## src/rtl/div_unit.sv

```systemverilog
// Multi-cycle radix-2 restoring divider for DIV/DIVU, one quotient bit per cycle.
// Produces {remainder, quotient} for HI/LO and holds the pipeline while working.
module div_unit #(
    parameter int WIDTH = 32
) (
    input  logic               clk,
    input  logic               rst,
    input  logic               start,
    input  logic               signed_div,
    input  logic [WIDTH-1:0]   a,
    input  logic [WIDTH-1:0]   b,
    input  logic               annul,
    output logic [2*WIDTH-1:0] result,
    output logic               ready,
    output logic               div_stall
);
    localparam int CW = $clog2(WIDTH);
    localparam logic [CW-1:0] LAST_ITER = CW'(WIDTH - 1);

    // state   | meaning
    // IDLE    | waiting for a DIV/DIVU in EX
    // DIVZERO | divisor was zero, result forced next edge
    // BUSY    | one restoring iteration per cycle
    // DONE    | result valid, ready pulses
    localparam logic [1:0] IDLE    = 2'd0;
    localparam logic [1:0] DIVZERO = 2'd1;
    localparam logic [1:0] BUSY    = 2'd2;
    localparam logic [1:0] DONE    = 2'd3;

    logic [1:0]       state;
    logic [CW-1:0]    counter;
    logic [WIDTH-1:0] rem;
    logic [WIDTH-1:0] quo;
    logic [WIDTH-1:0] dvsr;
    logic [WIDTH-1:0] dvnd_raw;
    logic             sign_a;
    logic             sign_b;

    logic [WIDTH:0]   rem_shift;
    logic [WIDTH:0]   trial;
    logic [WIDTH-1:0] rem_next;
    logic [WIDTH-1:0] quo_next;
    logic [WIDTH-1:0] q_fix;
    logic [WIDTH-1:0] r_fix;
    logic [WIDTH-1:0] a_mag;
    logic [WIDTH-1:0] b_mag;

    always_comb begin
        a_mag = (signed_div && a[WIDTH-1]) ? -a : a;
        b_mag = (signed_div && b[WIDTH-1]) ? -b : b;
        rem_shift = {rem, quo[WIDTH-1]};
        // Partial remainder stays below the divisor, so bit WIDTH of the
        // trial difference is a reliable sign bit.
        trial = rem_shift - {1'b0, dvsr};
        if (trial[WIDTH]) begin
            rem_next = rem_shift[WIDTH-1:0];
            quo_next = {quo[WIDTH-2:0], 1'b0};
        end else begin
            rem_next = trial[WIDTH-1:0];
            quo_next = {quo[WIDTH-2:0], 1'b1};
        end
        q_fix = (sign_a ^ sign_b) ? -quo_next : quo_next;
        r_fix = sign_a ? -rem_next : rem_next;
    end

    always_ff @(posedge clk or posedge rst) begin
        if (rst) begin
            state    <= IDLE;
            counter  <= '0;
            rem      <= '0;
            quo      <= '0;
            dvsr     <= '0;
            dvnd_raw <= '0;
            sign_a   <= 1'b0;
            sign_b   <= 1'b0;
            result   <= '0;
        end else begin
            case (state)
                IDLE: begin
                    if (start && !annul) begin
                        dvnd_raw <= a;
                        sign_a   <= signed_div & a[WIDTH-1];
                        sign_b   <= signed_div & b[WIDTH-1];
                        if (b == '0) begin
                            state <= DIVZERO;
                        end else begin
                            rem     <= '0;
                            quo     <= a_mag;
                            dvsr    <= b_mag;
                            counter <= '0;
                            state   <= BUSY;
                        end
                    end
                end
                DIVZERO: begin
                    if (annul) begin
                        state <= IDLE;
                    end else begin
                        result <= {dvnd_raw, {WIDTH{1'b1}}};
                        state  <= DONE;
                    end
                end
                BUSY: begin
                    if (annul) begin
                        counter <= '0;
                        state   <= IDLE;
                    end else begin
                        rem <= rem_next;
                        quo <= quo_next;
                        // Sign fixup is folded into the final write so result is
                        // already correct during the DONE cycle.
                        if (counter == LAST_ITER) begin
                            counter <= '0;
                            result  <= {r_fix, q_fix};
                            state   <= DONE;
                        end else begin
                            counter <= counter + CW'(1);
                        end
                    end
                end
                DONE: state <= IDLE;
                default: state <= IDLE;
            endcase
        end
    end

    assign ready     = (state == DONE);
    assign div_stall = ~rst & (((state == IDLE) & start & ~annul)
                               | (state == BUSY) | (state == DIVZERO));
endmodule

```

## config.mk

```make
export PLATFORM = sky130hd
export DESIGN_NAME = div_unit
export DESIGN_NICKNAME = d
export VERILOG_FILES = /design/src/rtl/div_unit.sv
export SDC_FILE = /design/constraint.sdc
export NUM_CORES = 1
export LEC_CHECK = 0
export CORE_ASPECT_RATIO = 0.5
export CORE_MARGIN = 2
export CORE_UTILIZATION = 36
export CTS_CLUSTER_DIAMETER = 50
export DETAILED_ROUTE_END_ITERATION = 12
export DONT_BUFFER_PORTS = 1
export SLEW_MARGIN = 30
export SYNTH_ARGS = -nofsm -noshare
export SYNTH_HDL_FRONTEND = slang
export SYNTH_SLANG_ARGS = --single-unit
export TNS_END_PERCENT = 50
```

## constraint.sdc

```tcl
create_clock -name clk -period 6.2 [get_ports clk]
set_input_delay 0 -clock clk [delete_from_list [all_inputs] [get_ports clk]]
set_output_delay 0 -clock clk [all_outputs]
set_load 0.1 [all_outputs]
```

==> results.md <==
- Status: completed
- Seq/Total Area, Yosys: a little under two fifths
- Worst-margin pin slew: 1050 ps
- Final Instance Area: between 15000 and 20000 um2
- Grt peak-use layer: met2
- Fmax: 206 MHz
- Via/cell ratio: around 5.5
- Pint: around 4.0 mW
- Switching power: between 4 and 5 mW
- Synth Area per Inst: 8.35 um2
- Post-cts sizing count: 0
- Setup TNS: 0 ps
- TritonCTS Buffers: 27
- Area delta synth->final: 16.5%
- Type of origin of the critical path: register
- Die W: ~280 um
- Nets@finish: roughly 1.8k
- H-tree lvl count: 1
- Core ar.: ~37000 um2
- Clk Latency, worst-skew pair: about 570 ps
- CTS Sinks: ~200
- Largest cells by area after synthesis: dfrtp_1 (37%), o21ai_0 (6.9%), a21oi_1 (6.5%)
- Clock-pin transition on the worst setup and hold timing paths: 70 ps
- Simple-Gate Fraction of Synth Area: a little under a fifth
- Total GRT Usage: approximately a fifth
- FF-to-FF Start: rem[18]$_DFFE_PP0P_
- Vias: approximately 12k
- Worst setup EP type: register
- Reg power frac: 40.7%
- Main synth FF type: dfrtp_1
- CTS tree: built
- Clk pwr share: between 10% and 20%
- Largest net degree at the start of global routing: approximately 140
- Pwr per Cell Area: around 530 nW/um2
- Top-count cell post-synth: dfrtp_1
- Largest family of logic cells by synthesized area: compound AO/OA/AOI/OAI gates
- Hold buffers post-CTS: 91
- Hpwl dp: roughly 29000 um
- Multiplexer share of the synthesized area: 5.50%
- DRC viols: 0
- Async set-reset flop share out of synthesis: 100%
- CTS Buffer Depth: 3
- Slew headroom: between 20% and 30%
- Aggregate routed wire length: 41000 um
- Worst Setup SP: rem[18]$_DFFE_PP0P_
- Root buf cell: clkbuf_16
- Yosys cell types: 88
- CP Max Fanout: 12
- R2R depth: 17
- I/O Buffers: 0
- Initial DRC count: between 700 and 800
- Area of the mapped netlist: about 14000 um2
- Sw Ratio: a little over 50%
- Initial antenna violation count: 0
- Final max-slew violation count: 0
- Post-synth top area share: 37.0%
- Leading area contributor after synthesis: dfrtp_1
- RSZ-0062 raised after global routing: no
- Number of detailed-route iterations in the first pass: 7
- Number of core rows: 50
- Met1 usage: about 29%
- ANT nets after route: 0
- Post-Synth Adder-Cell Area: under 10%
- Hold Path Origin: a[3]
- Die area: a little under 40000 um2
- Synth Area in Compound Gates: 22.4%
- Required @ worst endpoint: 6610 ps
- Setup Viol. Count Final: 0
- M3 GR Usage: around 3.4%
- Min-Delay Path Class: input port to register
- Ys Warns: 0
- Kind of critical path: register to register
- Combinational Power Share: ~40%
- Top cells by count, synth: dfrtp_1 (201), nand2_1 (195), o21ai_0 (187)
- #FFs+latches synth: around 200
- Worst EP arrival: approximately 5300 ps
- Hold depth: 6
- Starting density of the core: 36.4%
- Final Skew: about 27 ps
- Synth Area in XOR/XNOR: around 8.4%
- I/O pins: roughly 140
- Dpl cell area: between 10000 and 15000 um2
- Final period util: between 70% and 80%
- Min Tclk post-route: between 4000 and 5000 ps
- Routability cong.: around 0.89
- First-pass GRT wire length: 65600 um
- Layout cell share with drive strength beyond 1: between 8 and 9%
- Grt ovf: 0
- GR Util met2: 32.3%
- Post-synth EDFFs: 0
- Post-Synthesis Cells: 1627
- Vias in the first global route: roughly 12k
- Post-CTS setup buffers: 0
- Endpoints failing hold: 0
- Max Cap Viol: 0
- Die Y: around 140 um
- Lkg Pwr: ~6.5 nW
- Wire per inst: ~19 um
- Peak VDD IR: ~0.00022 V
- Synthesized Nets: roughly 1.7k
-- path summary, 6_finish.rpt --
kind / end / slack (ps)
max in group asynchronous: rem[19]$_DFFE_PP0P_ / 4730
min in group asynchronous: result[53]$_DFFE_PP0P_ / 100
max: result[58]$_DFFE_PP0P_ / 1350
max reg2reg: result[58]$_DFFE_PP0P_ / 1350
min reg2reg: dvsr[0]$_DFFE_PP0P_ / 500
min: quo[5]$_DFFE_PP0P_ / 20
-- kinds of logic (layout without fill, tap and decap cells) --
family / after synthesis / in the layout
flops: 201 / 201
buf+inv: 140 / 207
mux: 70 / 70
compound gates: 506 / 506
fa+ha+maj: 43 / 43
xor+xnor: 130 / 130
other cells: 0 / 4
simple gates: 537 / 537
-- sequential cells by signal (all words and copies together) (netlist names) --
signal	flops
result	64
state	2
sign_a	1
quo	32
counter	5
sign_b	1
rem	32
dvsr	32
dvnd_raw	32
-- final cells by class --
| class | instances | area (um2) |
|---|---|---|
| fillers | 3712 | 21500 |
| diodes | 4 | 10.0 |
| inverters | 58 | 230 |
| multi-input cells | 1286 | 8040 |
| well taps | 494 | 618 |
| clock buffers | 33 | 718 |
| flip-flops and latches | 201 | 5030 |
| clock inverters | 16 | 196 |
| repair buffers | 100 | 978 |
-- metrics by stage --
stage / hold WS, ps / std cells / total power, mW / worst slack (ps) / util, %
final: 19.5 / 2192 / 8.33 / 1350 / 42.4
after global routing: 76.7 / 2188 / 8.87 / 918 / 42.4
after CTS: 1.61 / 2188 / 8.34 / 1460 / 42.3
after detailed placement: 98.2 / 2048 / 6.63 / 1470 / 37.4
after global placement: 152 / 2048 / 6.59 / 1510 / 37.4
after floorplan: 139 / 1627 / 5.85 / 718 / -
-- per-layer routing --
layer  vias up  wire [um]
met5         -          0
met4         0       1360
met3        90       2230
met2       341      17900
met1      5771      19500
li1       5899          -
-- power by group through the flow --
stage                     registers, mW  clock network [mW]  logic, mW
after detailed placement           3.41                   0       3.21
after floorplan                    3.25                   0       2.60
after global placement             3.41                   0       3.18
final                              3.39                1.60       3.34
after global routing               3.46                1.68       3.73
after CTS                          3.39                1.63       3.31
-- critical path: stages, from the launching register on --
cell,delay [ps]
dfrtp_1,440
ha_1,530
nand2_1,200
o32ai_1,310
a221o_1,290
a21oi_1,110
o21ai_1,650
nor2_8,70
inv_2,210
mux2i_1,290
ha_1,300
nand3_1,120
nor4_1,260
a41oi_1,80
a211o_1,310
o31ai_1,290
xnor2_1,160
o22ai_1,90
-- cell usage in the layout (no fill, tap or decap), types with 5 or more instances in the layout --
cell | netlist | routed
or4_1 | 14 | 14
xnor2_1 | 74 | 73
ha_1 | 42 | 41
o211ai_1 | 5 | 5
nor3_1 | 33 | 33
nor2_1 | 155 | 152
clkbuf_16 | 0 | 27
o21ai_1 | 5 | 5
and2_1 | 10 | 10
and4_1 | 5 | 5
o31ai_1 | 11 | 11
nand3_1 | 23 | 23
a31oi_1 | 15 | 15
mux2i_1 | 36 | 36
a21oi_1 | 176 | 175
a22o_1 | 9 | 9
mux2_2 | 33 | 33
or2_2 | 8 | 7
a21o_1 | 11 | 9
o21a_1 | 8 | 8
dlygate4sd3_1 | 0 | 91
a211oi_1 | 7 | 7
nor4_1 | 18 | 18
o21ai_0 | 187 | 187
and3_1 | 18 | 18
nand2b_1 | 9 | 9
clkinv_2 | 0 | 5
xor2_1 | 56 | 55
dfrtp_1 | 201 | 201
inv_1 | 56 | 55
o41ai_1 | 12 | 12
buf_4 | 8 | 9
nand2_1 | 195 | 195
nand4_1 | 7 | 7
or3_1 | 19 | 19
No activity file was read; power rests on OpenSTA's default activity.
